$ cat src/rtl/sqrt_share_arbiter.sv
// sqrt_share_arbiter
//
// Round-robin scheduler that shares one multicycle fixed-point square-root
// unit among N requesters. One operation is outstanding at a time. Negative
// operands are retired immediately with err, and a unit that never answers
// is retired with err after TIMEOUT wait cycles, so no lane can hang it.
//
// Ports:
//   clock         rising-edge clock
//   reset         asynchronous, active-low reset (also resets the sqrt unit)
//   req[N]        per-lane request level, held until that lane's done bit
//   operand[N*W]  flattened operands, lane i at [i*W +: W]
//   sqrt_start    one-cycle start pulse to the square-root unit
//   sqrt_operand  registered operand, stable from start until retire
//   sqrt_ready    square-root unit completion pulse
//   sqrt_result   square-root unit result, valid with sqrt_ready
//   done[N]       one-hot, one-cycle completion pulse to the granted lane
//   result        registered result, valid in the done cycle and held after
//   err           valid with done: negative operand or timeout
//   grant_id      lane currently or last served
//   busy          high in every state except idle
module sqrt_share_arbiter #(
    parameter int unsigned N       = 4,
    parameter int unsigned W       = 32,
    parameter int unsigned TIMEOUT = 64
) (
    input  logic                 clock,
    input  logic                 reset,
    input  logic [N-1:0]         req,
    input  logic [N*W-1:0]       operand,
    output logic                 sqrt_start,
    output logic [W-1:0]         sqrt_operand,
    input  logic                 sqrt_ready,
    input  logic [W-1:0]         sqrt_result,
    output logic [N-1:0]         done,
    output logic [W-1:0]         result,
    output logic                 err,
    output logic [$clog2(N)-1:0] grant_id,
    output logic                 busy
);

    localparam int unsigned GW = $clog2(N);
    localparam int unsigned CW = $clog2(TIMEOUT);
    localparam logic [CW-1:0] CntLast  = CW'(TIMEOUT - 1);
    localparam logic [GW-1:0] LaneLast = GW'(N - 1);

    typedef enum logic [1:0] {
        StIdle,
        StIssue,
        StWait,
        StRetire
    } state_e;

    state_e        state_q, state_d;
    logic [GW-1:0] grant_q, grant_d;
    logic [GW-1:0] last_q, last_d;
    logic [W-1:0]  opnd_q, opnd_d;
    logic [W-1:0]  result_q, result_d;
    logic          err_q, err_d;
    logic [CW-1:0] cnt_q, cnt_d;

    // Unpack the flattened operand bus.
    logic [W-1:0] lane_op [N];

    always_comb begin
        for (int unsigned i = 0; i < N; i++) begin
            lane_op[i] = operand[i*W +: W];
        end
    end

    // Round-robin pick: first requesting lane scanning upward from last+1.
    // The wrap is explicit because N need not be a power of two.
    logic          pick_found;
    logic [GW-1:0] pick_idx;
    logic [GW-1:0] scan_idx;
    logic [W-1:0]  pick_op;

    always_comb begin
        pick_found = 1'b0;
        pick_idx   = last_q;
        scan_idx   = last_q;
        for (int unsigned i = 0; i < N; i++) begin
            scan_idx = (scan_idx == LaneLast) ? '0 : scan_idx + 1'b1;
            if (!pick_found && req[scan_idx]) begin
                pick_found = 1'b1;
                pick_idx   = scan_idx;
            end
        end
    end

    assign pick_op = lane_op[pick_idx];

    // Next-state logic.
    always_comb begin
        state_d  = state_q;
        grant_d  = grant_q;
        last_d   = last_q;
        opnd_d   = opnd_q;
        result_d = result_q;
        err_d    = err_q;
        cnt_d    = cnt_q;

        unique case (state_q)
            StIdle: begin
                if (pick_found) begin
                    grant_d = pick_idx;
                    opnd_d  = pick_op;
                    if (pick_op[W-1]) begin
                        // Negative operand: never reaches the sqrt unit.
                        result_d = '0;
                        err_d    = 1'b1;
                        state_d  = StRetire;
                    end else begin
                        state_d = StIssue;
                    end
                end
            end
            StIssue: begin
                // sqrt_ready during this cycle is deliberately ignored.
                cnt_d   = '0;
                state_d = StWait;
            end
            StWait: begin
                cnt_d = cnt_q + 1'b1;
                // Ready takes priority over a coincident timeout.
                if (sqrt_ready) begin
                    result_d = sqrt_result;
                    err_d    = 1'b0;
                    state_d  = StRetire;
                end else if (cnt_q == CntLast) begin
                    result_d = '0;
                    err_d    = 1'b1;
                    state_d  = StRetire;
                end
            end
            StRetire: begin
                last_d  = grant_q;
                state_d = StIdle;
            end
            default: begin
                state_d = StIdle;
            end
        endcase
    end

    always_ff @(posedge clock or negedge reset) begin
        if (!reset) begin
            state_q  <= StIdle;
            grant_q  <= '0;
            last_q   <= LaneLast;
            opnd_q   <= '0;
            result_q <= '0;
            err_q    <= 1'b0;
            cnt_q    <= '0;
        end else begin
            state_q  <= state_d;
            grant_q  <= grant_d;
            last_q   <= last_d;
            opnd_q   <= opnd_d;
            result_q <= result_d;
            err_q    <= err_d;
            cnt_q    <= cnt_d;
        end
    end

    // Outputs decode flops only, so reset clears them immediately.
    always_comb begin
        done = '0;
        if (state_q == StRetire) begin
            done[grant_q] = 1'b1;
        end
    end

    assign sqrt_start   = (state_q == StIssue);
    assign busy         = (state_q != StIdle);
    assign sqrt_operand = opnd_q;
    assign result       = result_q;
    assign err          = err_q;
    assign grant_id     = grant_q;

endmodule

$ cat config.mk
export PLATFORM = sky130hd
export DESIGN_NAME = sqrt_share_arbiter
export DESIGN_NICKNAME = d
export VERILOG_FILES = /design/src/rtl/sqrt_share_arbiter.sv
export SDC_FILE = /design/constraint.sdc
export NUM_CORES = 1
export LEC_CHECK = 0
export BUFFER_PORTS_ARGS = -buffer_cell sky130_fd_sc_hd__buf_4
export CAP_MARGIN = 5
export CORE_ASPECT_RATIO = 0.8
export CORE_MARGIN = 2
export CORE_UTILIZATION = 54
export CTS_BUF_LIST = sky130_fd_sc_hd__clkbuf_4
export CTS_CLUSTER_SIZE = 24
export DETAILED_ROUTE_END_ITERATION = 16
export GPL_ROUTABILITY_DRIVEN = 0
export PLACE_DENSITY = 0.9
export SLEW_MARGIN = 20
export SYNTH_ARGS = -nofsm -noshare
export SYNTH_HDL_FRONTEND = slang
export SYNTH_SLANG_ARGS = --single-unit
$ cat constraint.sdc
create_clock -name clock -period 9.3 [get_ports clock]
set_input_delay 0 -clock clock [delete_from_list [all_inputs] [get_ports clock]]
set_output_delay 0 -clock clock [all_outputs]
set_load 0.005 [all_outputs]
==> results by group, run 1 <==
Worst setup path
  – Critical path fanouts, max: 35
  – Kind of critical path: reg2reg
  – Crit start category: register
  – Critical Path RT: between 9000 and 10000 ps
  – Slowest library cell on the worst path: or2_2
  – Worst Setup End Kind: register
  – Ordered list of cells on the worst path: ha_1 > or3_4 > o2111ai_1 > or3b_1 > or4_1 > a21oi_1 > o21a_2 > or2_2 > o211ai_1
  – CP arrival: 5170 ps
  – CP peak stage delay: roughly 890 ps

Clocking
  – Clk root buf: clkbuf_4
  – Worst-Skew Late Latency: 430 ps
  – CTS Buf Count: 9
  – Clk buf depth: 2
  – CTS H-tree lvls: 3
  – Post CTS Setup Buffer Count: 0
  – Clock sink count: 77
  – Reg clk slew, reported paths: roughly 130 ps
  – CTS tree: built

Synth
  – Synth Area in Compound Gates: ~28%
  – Mapped Avg Cell Area: 9.411 sq um
  – Synth area leader: dfrtp_1
  – Largest cells by area after synthesis: dfrtp_1 (34%), mux2i_1 (11%), o211ai_2 (6.6%), mux2_2 (6.6%), a32o_1 (5.8%)
  – Post-Synth XOR/XNOR Area: less than 1%
  – Post-synthesis simple-gate area fraction: 11.20%
  – Synth Area in Adders: 1.596%
  – Yosys warning count: 0
  – Ys async rst share: 100.0%
  – EDFF count, synth: 0
  – Mux share of post-synthesis cell area: 18.08%
  – Synthesized net count: between 700 and 800
  – Seq/Total Area, Yosys: 35.17%
  – Synth unique cells: 57
  – Largest family of logic cells by synthesized area: compound AO/OA/AOI/OAI gates
  – Most common cell in the synthesized netlist: nand2_1
  – Yosys top cell area share: 34.21%
  – Mapped Cells: 583
  – Cell area after synthesis: between 0.005 and 0.006 sq mm
  – Ys flop type: dfrtp_1
  – Synth Register Bits: between 70 and 80
  – Top post-synthesis cells by count: nand2_1 (77), dfrtp_1 (75), mux2i_1 (62)

Finish
  – Fill cell count: ~630
  – Storage cell area: 0.001929 sq mm
  – Core Util, Final: 79.35%
  – Layout cell share with drive strength beyond 1: 41.24%
  – NumNets Final: 991
  – Area delta synth->final: 41.30%
  – Diode count: 0
  – Multi-input combinational cell area: 0.003293 sq mm

Power and ir drop
  – Worst vdd ir: 276.5 uV
  – PwrDens: 310.9 mW/mm^2
  – Static Leak: 3.642 nW

Placement
  – Port bufs: 239
  – Place WS: 4579 ps
  – Dpl hpwl: 12.39 mm

GRT
  – Global-route wire length before repair: 28.93 mm
  – Initial antenna violation count: 0
  – Total gr overflow: 0
  – Vias in the first global route: 5879
  – Gr usage total: between 30% and 40%
  – Largest net degree at the start of global routing: 78

STA
  – Final worst-path cycle share: 52.78%
  – Skew final: 23.46 ps
  – Minimum clock period after layout: 4909 ps
  – Tightest Pin Transition: 1022 ps
  – TNS Setup: 0 ps
  – Final Slew Violations: 0
  – RSZ-0062 raised after global routing: false
  – Final hold vios: 0
  – Slew headroom: a little under a third
  – Final worst setup slack: 4392 ps
  – Maximum clock frequency: roughly 200 MHz
  – Final setup fails: 0

Drt
  – Vias after detailed routing: about 5.9k
  – DR top layer: met4
  – Vias/cell: 6.183
  – Starting DRT DRC Count: 446
  – Drt drc: 0
  – WL met2: approximately 9.5 mm
  – Total wire length: 18.66 mm
  – DRT Pass-1 Iters: 5
  – Met3 routed WL: 1.608 mm
  – Post-route ant nets: 0
  – Drt wl/cell: 19.48 microns
  – WL met1: 6.680 mm

Floorplan
  – Height of the die: 94.16 microns
  – Core area: 0.009769 sq mm
  – Die X: 116.7 microns
  – Die area: between 0.01 and 0.015 sq mm
  – Num rows: 32
  – Starting density of the core: between 50 and 60%
  – Num ports: 240

Outcome
  – Status: finished clean

Run
  – Max-cap violations: 0

Hold path
  – Worst hold path type: in2reg
flip-flops by register name, summed over array words and instances (netlist names):
register      flops
result           32
sqrt_operand     32
cnt_q             6
grant_id          2
last_q            2
state_q           2
err               1
power breakdown:
part	switching [mW]	internal, mW
clock network	0.117	0.0729
logic	0.938	0.728
registers	0.0989	0.455
total	1.15	1.26
routing by layer:
metal  vias up  track usage (%)
met2       357            59.30
met3        88            8.194
met5         -                0
li1       2657                -
met1      2821            39.06
met4         0            13.53
through the flow:
stage,hold WS (ps),instances,power (mW),area (sq um)
2_1_floorplan,-295.6,583,1.726,5487
3_3_place_gp,211.4,908,2.111,7284
3_5_place_dp,228.9,908,2.175,7287
4_1_cts,3.692,958,2.375,7744
5_1_grt,8.773,958,2.557,7752
6_report,19.45,958,2.410,7752
what timing repair did:
item | CTS | global route
endpoints found under the hold margin | 108 | 0
hold buffers | 34 | 0
gates resized for setup | 0 | 0
cells by family after synthesis:
| family | after synthesis |
|---|---|
| muxes | 95 |
| buffers and inverters | 70 |
| AOI/OAI and AO/OA | 201 |
| DFF | 77 |
| adders and majority gates | 7 |
| xor gates and xnor gates | 1 |
| and+or+nand+nor | 132 |
worst max-delay path: cells and delay by family (launching register included):
kind | cells | cell delay (ps)
compound gates | 4 | 1140
fa+ha+maj | 1 | 430
simple gates | 4 | 2360
flops | 1 | 790
layout make-up:
| type | count | area share (%) |
|---|---|---|
| clock inverter | 1 | 0.04842 |
| inverter | 12 | 0.5810 |
| sequential | 77 | 24.89 |
| clock buffer | 15 | 1.453 |
| timing repair buffer | 281 | 28.36 |
| multi-input combinational | 436 | 42.48 |
| tap | 136 | 2.195 |
worst paths after layout:
| check | startpoint | end | slack (ps) | cells past startpoint |
|---|---|---|---|---|
| setup reg to reg | last_q[0]$_DFFE_PN1P_ | result[1]$_DFFE_PN0P_ | 4390 | 9 |
| setup / recovery | last_q[0]$_DFFE_PN1P_ | result[1]$_DFFE_PN0P_ | 4390 | 9 |
| hold reg to reg | sqrt_operand[22]$_DFFE_PN0P_ | sqrt_operand[22]$_DFFE_PN0P_ | 490 | 2 |
| hold / removal | operand[48] | sqrt_operand[16]$_DFFE_PN0P_ | 20 | 4 |
| max in group asynchronous | reset | sqrt_operand[22]$_DFFE_PN0P_ | 8620 | 2 |
| min in group asynchronous | reset | sqrt_operand[8]$_DFFE_PN0P_ | 130 | 2 |
layout by cell type (no fill, tap or decap), types with 2 or more instances in the layout:
cell,synthesis,routed
buf_4,0,246
nand2_1,77,76
dfrtp_1,75,75
mux2i_1,62,62
o21ai_0,45,45
a21oi_1,38,38
o211ai_1,35,35
dlygate4sd3_1,0,34
mux2_2,32,32
a32o_1,32,32
o211ai_2,29,29
nor2_1,18,15
clkbuf_4,0,15
inv_1,12,12
ha_1,7,7
nand3_1,5,5
nor2b_1,4,4
nor3_1,3,3
nor4b_1,3,3
a211oi_1,3,3
or3_1,3,3
nor2_2,1,3
nor4_1,2,2
nor4bb_1,2,2
o2111ai_1,2,2
or2_2,1,2
dfstp_2,2,2
Power figures use the tool's default switching activity.
==> run 2: changes to the inputs <==
ABC_AREA = 1   (was unset)
CORE_UTILIZATION = 43   (was 54)
PLACE_DENSITY = 0.79   (was 0.9)
clock period = 4.3 ns   (was 9.3 ns; I/O delays follow)
==> run 2 against run 1 <==
Net effect: register-to-register slack worse by 4000 ps; total power rose to 2.9 times the previous value; final area up 2.8%; critical path type unchanged; combinational power increased to 3.1 times the previous value; wire length fell by 2.7%; maximum frequency grew 25%; sequential cell count did not move; largest power group unchanged; die area grew 7.5%; critical endpoint is now sqrt_operand[2]$_DFFE_PN0P_.
==> results by group, run 2 <==
Hold path
  – Worst hold path type: in2reg

Finish
  – NumNets Final: 1203
  – Layout cell share with drive strength beyond 1: between 20% and 30%
  – Commonest non-fill, non-tap cell in the layout: buf_4
  – Area delta synth->final: 69.16%
  – Diode count: 0
  – Commonest cells after routing, fill and taps aside: buf_4 (242), nand2_1 (177), dlygate4sd3_1 (126), nor2_1 (103), inv_1 (87)
  – Core Util, Final: 74.04%
  – Fill cell count: 780
  – Post-Layout Cell Count: between 1k and 1.5k

Floorplan
  – Die X: 121.0 microns
  – Height of the die: 97.62 microns
  – Num rows: 34
  – Die area: about 0.012 sq mm
  – Starting density of the core: 43.77%
  – Core area: 0.01076 sq mm
  – Num ports: 240

Clocking
  – Clk root buf: clkbuf_4
  – Clk buf depth: 2
  – CTS H-tree lvls: 3
  – Post CTS Setup Buffer Count: 0
  – CTS tree: built
  – Worst-Skew Late Latency: approximately 440 ps
  – Clock sink count: 77
  – CTS Buf Count: 9
  – Reg clk slew, reported paths: 150 ps

Drt
  – Vias/cell: around 5.0
  – DRT Pass-1 Iters: 5
  – Drt wl/cell: 15.40 microns
  – Starting DRT DRC Count: between 300 and 400
  – Total wire length: 18.15 mm
  – Drt drc: 0
  – Vias after detailed routing: ~5.9k
  – Post-route ant nets: 0

Worst setup path
  – Crit start category: register
  – Kind of critical path: reg2reg
  – Critical Path RT: about 4600 ps
  – Worst Setup End Kind: register
  – CP arrival: 4250 ps
  – Critical path fanouts, max: 43

STA
  – Minimum clock period after layout: 3933 ps
  – Tightest Pin Transition: 661.3 ps
  – TNS Setup: 0 ps
  – Final Slew Violations: 0
  – Final worst-path cycle share: 91.45%
  – Final setup fails: 0
  – Final hold vios: 0
  – Maximum clock frequency: ~250 MHz
  – Slew headroom: 55.76%
  – Skew final: 25.53 ps
  – RSZ-0062 raised after global routing: false

Synth
  – Synth Register Bits: 77
  – Top post-synthesis cells by count: nand2_1 (179), nor2_1 (103), inv_1 (87)
  – Ys flop type: dfrtp_1
  – Synth area leader: dfrtp_1
  – Mapped Cells: 680
  – Mapped Avg Cell Area: 6.928 sq um
  – Synthesized net count: around 850
  – Most common cell in the synthesized netlist: nand2_1
  – Synth unique cells: 32
  – Yosys warning count: 0
  – EDFF count, synth: 0
  – Largest cells by area after synthesis: dfrtp_1 (40%), nand2_1 (14%), nor2_1 (8.2%), inv_1 (6.9%), nand3_1 (5.5%)
  – Ys async rst share: 100.0%
  – Cell area after synthesis: 0.004711 sq mm
  – Seq/Total Area, Yosys: 40.96%
  – Yosys top cell area share: 39.84%

GRT
  – Gr usage total: between 30% and 40%
  – Initial antenna violation count: 0
  – Vias in the first global route: 5810
  – Largest net degree at the start of global routing: 54
  – Global-route wire length before repair: roughly 28 mm
  – Total gr overflow: 0

Power and ir drop
  – Static Leak: 4.259 nW
  – PwrDens: roughly 860 mW/mm^2
  – Total Power: 6.876 mW
  – Worst vdd ir: approximately 610 uV

Outcome
  – Status: finished clean

Placement
  – Placed Instances: between 1k and 1.5k
  – Port bufs: 239
  – Dpl hpwl: 11.07 mm

Run
  – Max-cap violations: 0
[run 2: report_power, final]
part           switching [mW]  total [mW]  internal, mW
clock                   0.287       0.416         0.129
sequential              0.243        1.35          1.10
combinational            2.93        5.11          2.18
total                    3.46        6.88          3.42
[run 2: final cells by class]
type	count	area, sq um	area share, %
timing repair buffer	370	3109	39.02
inverter	93	354.1	4.443
clock inverter	6	46.29	0.5809
tap	144	180.2	2.261
sequential	77	1929	24.21
multi-input combinational	478	2275	28.54
clock buffer	10	75.07	0.9421
[run 2: worst max-delay path: stages (launching register included)]
cell and delay (ps):
dfstp_2 630, ha_1 300, inv_1 160, nand2_1 100, nand2_1 130, inv_2 70
o21ai_2 160, nand3_1 130, nand3_1 170, nand2_2 120, buf_12 190, inv_6 270
nand2_1 80, nand3_1 70, dlygate4sd3_1 540, a31oi_1 90, dlygate4sd3_1 590
[run 2: per-stage QoR]
step | setup WS, ps | hold WS [ps] | area (sq um)
2_1_floorplan | 1785 | -295.6 | 4711
3_3_place_gp | 1128 | 27.92 | 6563
3_5_place_dp | 1068 | 36.84 | 6563
4_1_cts | 38.51 | 3.412 | 7945
5_1_grt | 21.59 | 43.02 | 7969
6_report | 367.5 | 51.77 | 7969
[run 2: cell families (layout without fill, tap and decap cells)]
logic type,Yosys count,after routing,share of synthesized area [%]
AO/OA/AOI/OAI,119,119,15.11
XOR/XNOR,1,1,0.1860
adder cells (fa/ha/maj),7,7,1.859
buffers and inverters,125,479,10.86
flip-flops,77,77,40.96
AND/OR/NAND/NOR,351,351,31.02
[run 2: per-layer routing]
metal | up-vias | wire length, microns | global-route usage (%)
met3 | 57 | 1506 | 8.157
met4 | 0 | 714 | 13.51
met1 | 2735 | 7119 | 36.10
li1 | 2839 | - | -
met5 | - | 0 | 0
met2 | 280 | 8806 | 50.48
[run 2: what timing repair did]
item / 4_1_cts / 5_1_grt
hold buffers: 126 / 0
endpoints found under the setup margin: 0 / 3
resized for setup: 0 / 7
hold endpoints to repair: 104 / 0
[run 2: worst paths after layout]
kind / slack [ps] / depth (start not counted) / endpoint / start
worst max-delay path: 370 / 16 / sqrt_operand[2]$_DFFE_PN0P_ / last_q[0]$_DFFE_PN1P_
worst min-delay path: 50 / 6 / state_q[1]$_DFFE_PN0P_ / sqrt_ready
worst max register to register: 370 / 16 / sqrt_operand[2]$_DFFE_PN0P_ / last_q[0]$_DFFE_PN1P_
worst min register to register: 490 / 2 / result[16]$_DFFE_PN0P_ / result[16]$_DFFE_PN0P_
max in group asynchronous: 3290 / 3 / cnt_q[3]$_DFFE_PN0P_ / reset
min in group asynchronous: 100 / 2 / result[4]$_DFFE_PN0P_ / reset
==> run 3: changes to the inputs <==
CORE_ASPECT_RATIO = 0.7   (was 0.8)
==> run 3 against run 2 <==
Net effect: utilization is 2.5 points higher; maximum frequency is 3.9% lower; final area is 0.94% higher; clock-buffer cell count stayed put; wire length is 1.6% lower; first-iteration DRC count is 1.3% higher; non-clock buffer count is 1 higher; critical path depth is 1 lower; via count is 0.25% higher; combinational power hardly changed; sequential power hardly changed; largest cell class unchanged; largest power group unchanged.
==> results by group, run 3 (synthesis gave the netlist of run 2 again) <==
Clocking
  – Clock sink count: 77
  – CTS tree: built
  – CTS Buf Count: 9
  – CTS H-tree lvls: 3
  – Clk buf depth: 2
  – Worst-Skew Late Latency: 430 ps
  – Reg clk slew, reported paths: 120 ps
  – Clk root buf: clkbuf_4

Power and ir drop
  – Total Power: ~7 mW
  – Seq pwr share: 19.0%
  – Net Sw Frac: 49.55%
  – Static Leak: 4.291 nW
  – Internal power: approximately 3.5 mW
  – Switching power total: 3.484 mW
  – Worst vdd ir: roughly 1100 uV
  – PwrDens: 874.1 mW/mm^2
  – Clk pwr share: 7.8%
  – Logic pwr share: 73.1%

STA
  – Slew headroom: 52.32%
  – Final setup fails: 0
  – Skew final: 19.00 ps
  – Minimum clock period after layout: between 4000 and 5000 ps
  – TNS Setup: 0 ps
  – Final hold vios: 0
  – Final Slew Violations: 0
  – Maximum clock frequency: 244.3 MHz
  – Final worst-path cycle share: 95.21%
  – Hold slack: 24.66 ps
  – Tightest Pin Transition: approximately 720 ps

GRT
  – Total gr overflow: 0
  – Largest net degree at the start of global routing: about 80
  – Initial antenna violation count: 0
  – Gr usage total: 30.07%
  – Vias in the first global route: 5797
  – Global-route wire length before repair: 27.98 mm

Worst setup path
  – Kind of critical path: reg2reg
  – Reg-to-reg slack, setup: 210 ps
  – CP arrival: 4410 ps
  – CP peak stage delay: 630 ps
  – Ordered list of cells on the worst path: ha_1 > inv_1 > nand2_1 > nand2_1 > inv_2 > o21ai_2 > nand3_1 > nand3_1 > nand2_4 > inv_4 > nand2_1 > nand3_1 > dlygate4sd3_1 > a31oi_1 > dlygate4sd3_1
  – Worst Setup End Kind: register
  – Reg2reg end: sqrt_operand[18]$_DFFE_PN0P_
  – Critical Path RT: 4620 ps
  – Reg2Reg Depth: 15
  – Worst Path Buf+Inv: 5
  – Slowest library cell on the worst path: dfstp_2
  – Crit start category: register
  – Reg-to-reg startpoint: last_q[0]$_DFFE_PN1P_
  – Critical path fanouts, max: 43
  – Delay-heaviest family, CP: buffers and inverters

Drt
  – Vias/cell: 5.009
  – Vias after detailed routing: 5926
  – DRT Pass-1 Iters: 5
  – Drt drc: 0
  – Starting DRT DRC Count: about 320
  – Total wire length: approximately 18 mm
  – Drt wl/cell: ~15 microns
  – Post-route ant nets: 0

Floorplan
  – Num rows: 31
  – Core area: between 0.01 and 0.015 sq mm
  – Die X: 129.1 microns
  – Height of the die: 91.57 microns
  – Starting density of the core: 44.82%
  – Num ports: between 200 and 250
  – Die area: between 0.01 and 0.015 sq mm

Hold path
  – Hold Path Origin: operand[31]
  – Worst hold stages: 5
  – Hold Path Sink: sqrt_operand[31]$_DFFE_PN0P_
  – Worst hold path type: in2reg

Outcome
  – Status: finished clean

Placement
  – Dpl hpwl: 10.83 mm
  – Port bufs: 239

Finish
  – Layout cell share with drive strength beyond 1: 27.25%
  – NumNets Final: 1204
  – Area delta synth->final: 70.76%
  – Commonest cells after routing, fill and taps aside: buf_4 (241), nand2_1 (177), dlygate4sd3_1 (128), nor2_1 (103), inv_1 (87)
  – Diode count: 0
  – Commonest non-fill, non-tap cell in the layout: buf_4

Run
  – Max-cap violations: 0
## run 3: changes by cell type in the layout (fill, tap and decap cells not counted), moves of 2 or more
cell           before  now
bufinv_16           0    3
clkinvlp_4          2    0
inv_6               3    0
dlygate4sd3_1     126  128
clkinv_1            0    3
## run 3: how the worst max path moves through the flow
stage                     startpoint                            to  depth (start not counted)  slack [ps]
2_1_floorplan  last_q[0]$_DFFE_PN1P_        result[10]$_DFFE_PN0P_                         18        1790
3_3_place_gp   last_q[0]$_DFFE_PN1P_        result[13]$_DFFE_PN0P_                         16         980
3_5_place_dp   last_q[0]$_DFFE_PN1P_         result[2]$_DFFE_PN0P_                         16         820
4_1_cts        last_q[0]$_DFFE_PN1P_  sqrt_operand[18]$_DFFE_PN0P_                         15          20
5_1_grt        last_q[0]$_DFFE_PN1P_  sqrt_operand[18]$_DFFE_PN0P_                         15          -8
6_report       last_q[0]$_DFFE_PN1P_  sqrt_operand[18]$_DFFE_PN0P_                         15         210
## run 3: repair_timing
item	4_1_cts	5_1_grt
setup endpoints to repair	0	6
hold endpoints to repair	139	0
hold buffers	128	0
setup buffers	0	0
resized for setup	0	7
## run 3: area by class of cell
type	count	area [sq um]
tap	148	185.2
sequential	77	1929
clock inverter	6	101.3
clock buffer	10	75.07
fill	720	2467
inverter	93	351.6
timing repair buffer	371	3122
multi-input combinational	478	2280
## run 3: layer usage
layer	track usage (%)	part of all wire (%)
met1	36.40	41
met2	50.48	48
met3	7.661	7.1
met4	13.04	3.9
met5	0	0
## run 3: metrics by stage
stage | util [%] | instance area, sq um | std cells | setup slack [ps]
final | 76.53 | 8044 | 1183 | 206.0
after global routing | 76.53 | 8044 | 1183 | -8.215
after CTS | 76.28 | 8018 | 1183 | 16.54
after detailed placement | 62.41 | 6560 | 1039 | 818.1
after global placement | 62.41 | 6560 | 1039 | 975.5
after floorplan | - | 4711 | 680 | 1785
## run 3: worst reg2reg max path: stages, from the launching register on
cell	delay, ps
dfstp_2	630
ha_1	300
inv_1	170
nand2_1	110
nand2_1	130
inv_2	70
o21ai_2	170
nand3_1	130
nand3_1	190
nand2_4	210
inv_4	420
nand2_1	140
nand3_1	100
dlygate4sd3_1	580
a31oi_1	90
dlygate4sd3_1	580
## run 3: power by group through the flow
stage	sequential (mW)	combinational (mW)	clock [mW]
finish	1.34	5.14	0.550
CTS	1.33	4.91	0.559
floorplan	1.33	2.90	0
global route	1.38	5.63	0.589
detailed placement	1.34	4.21	0
global placement	1.35	4.13	0
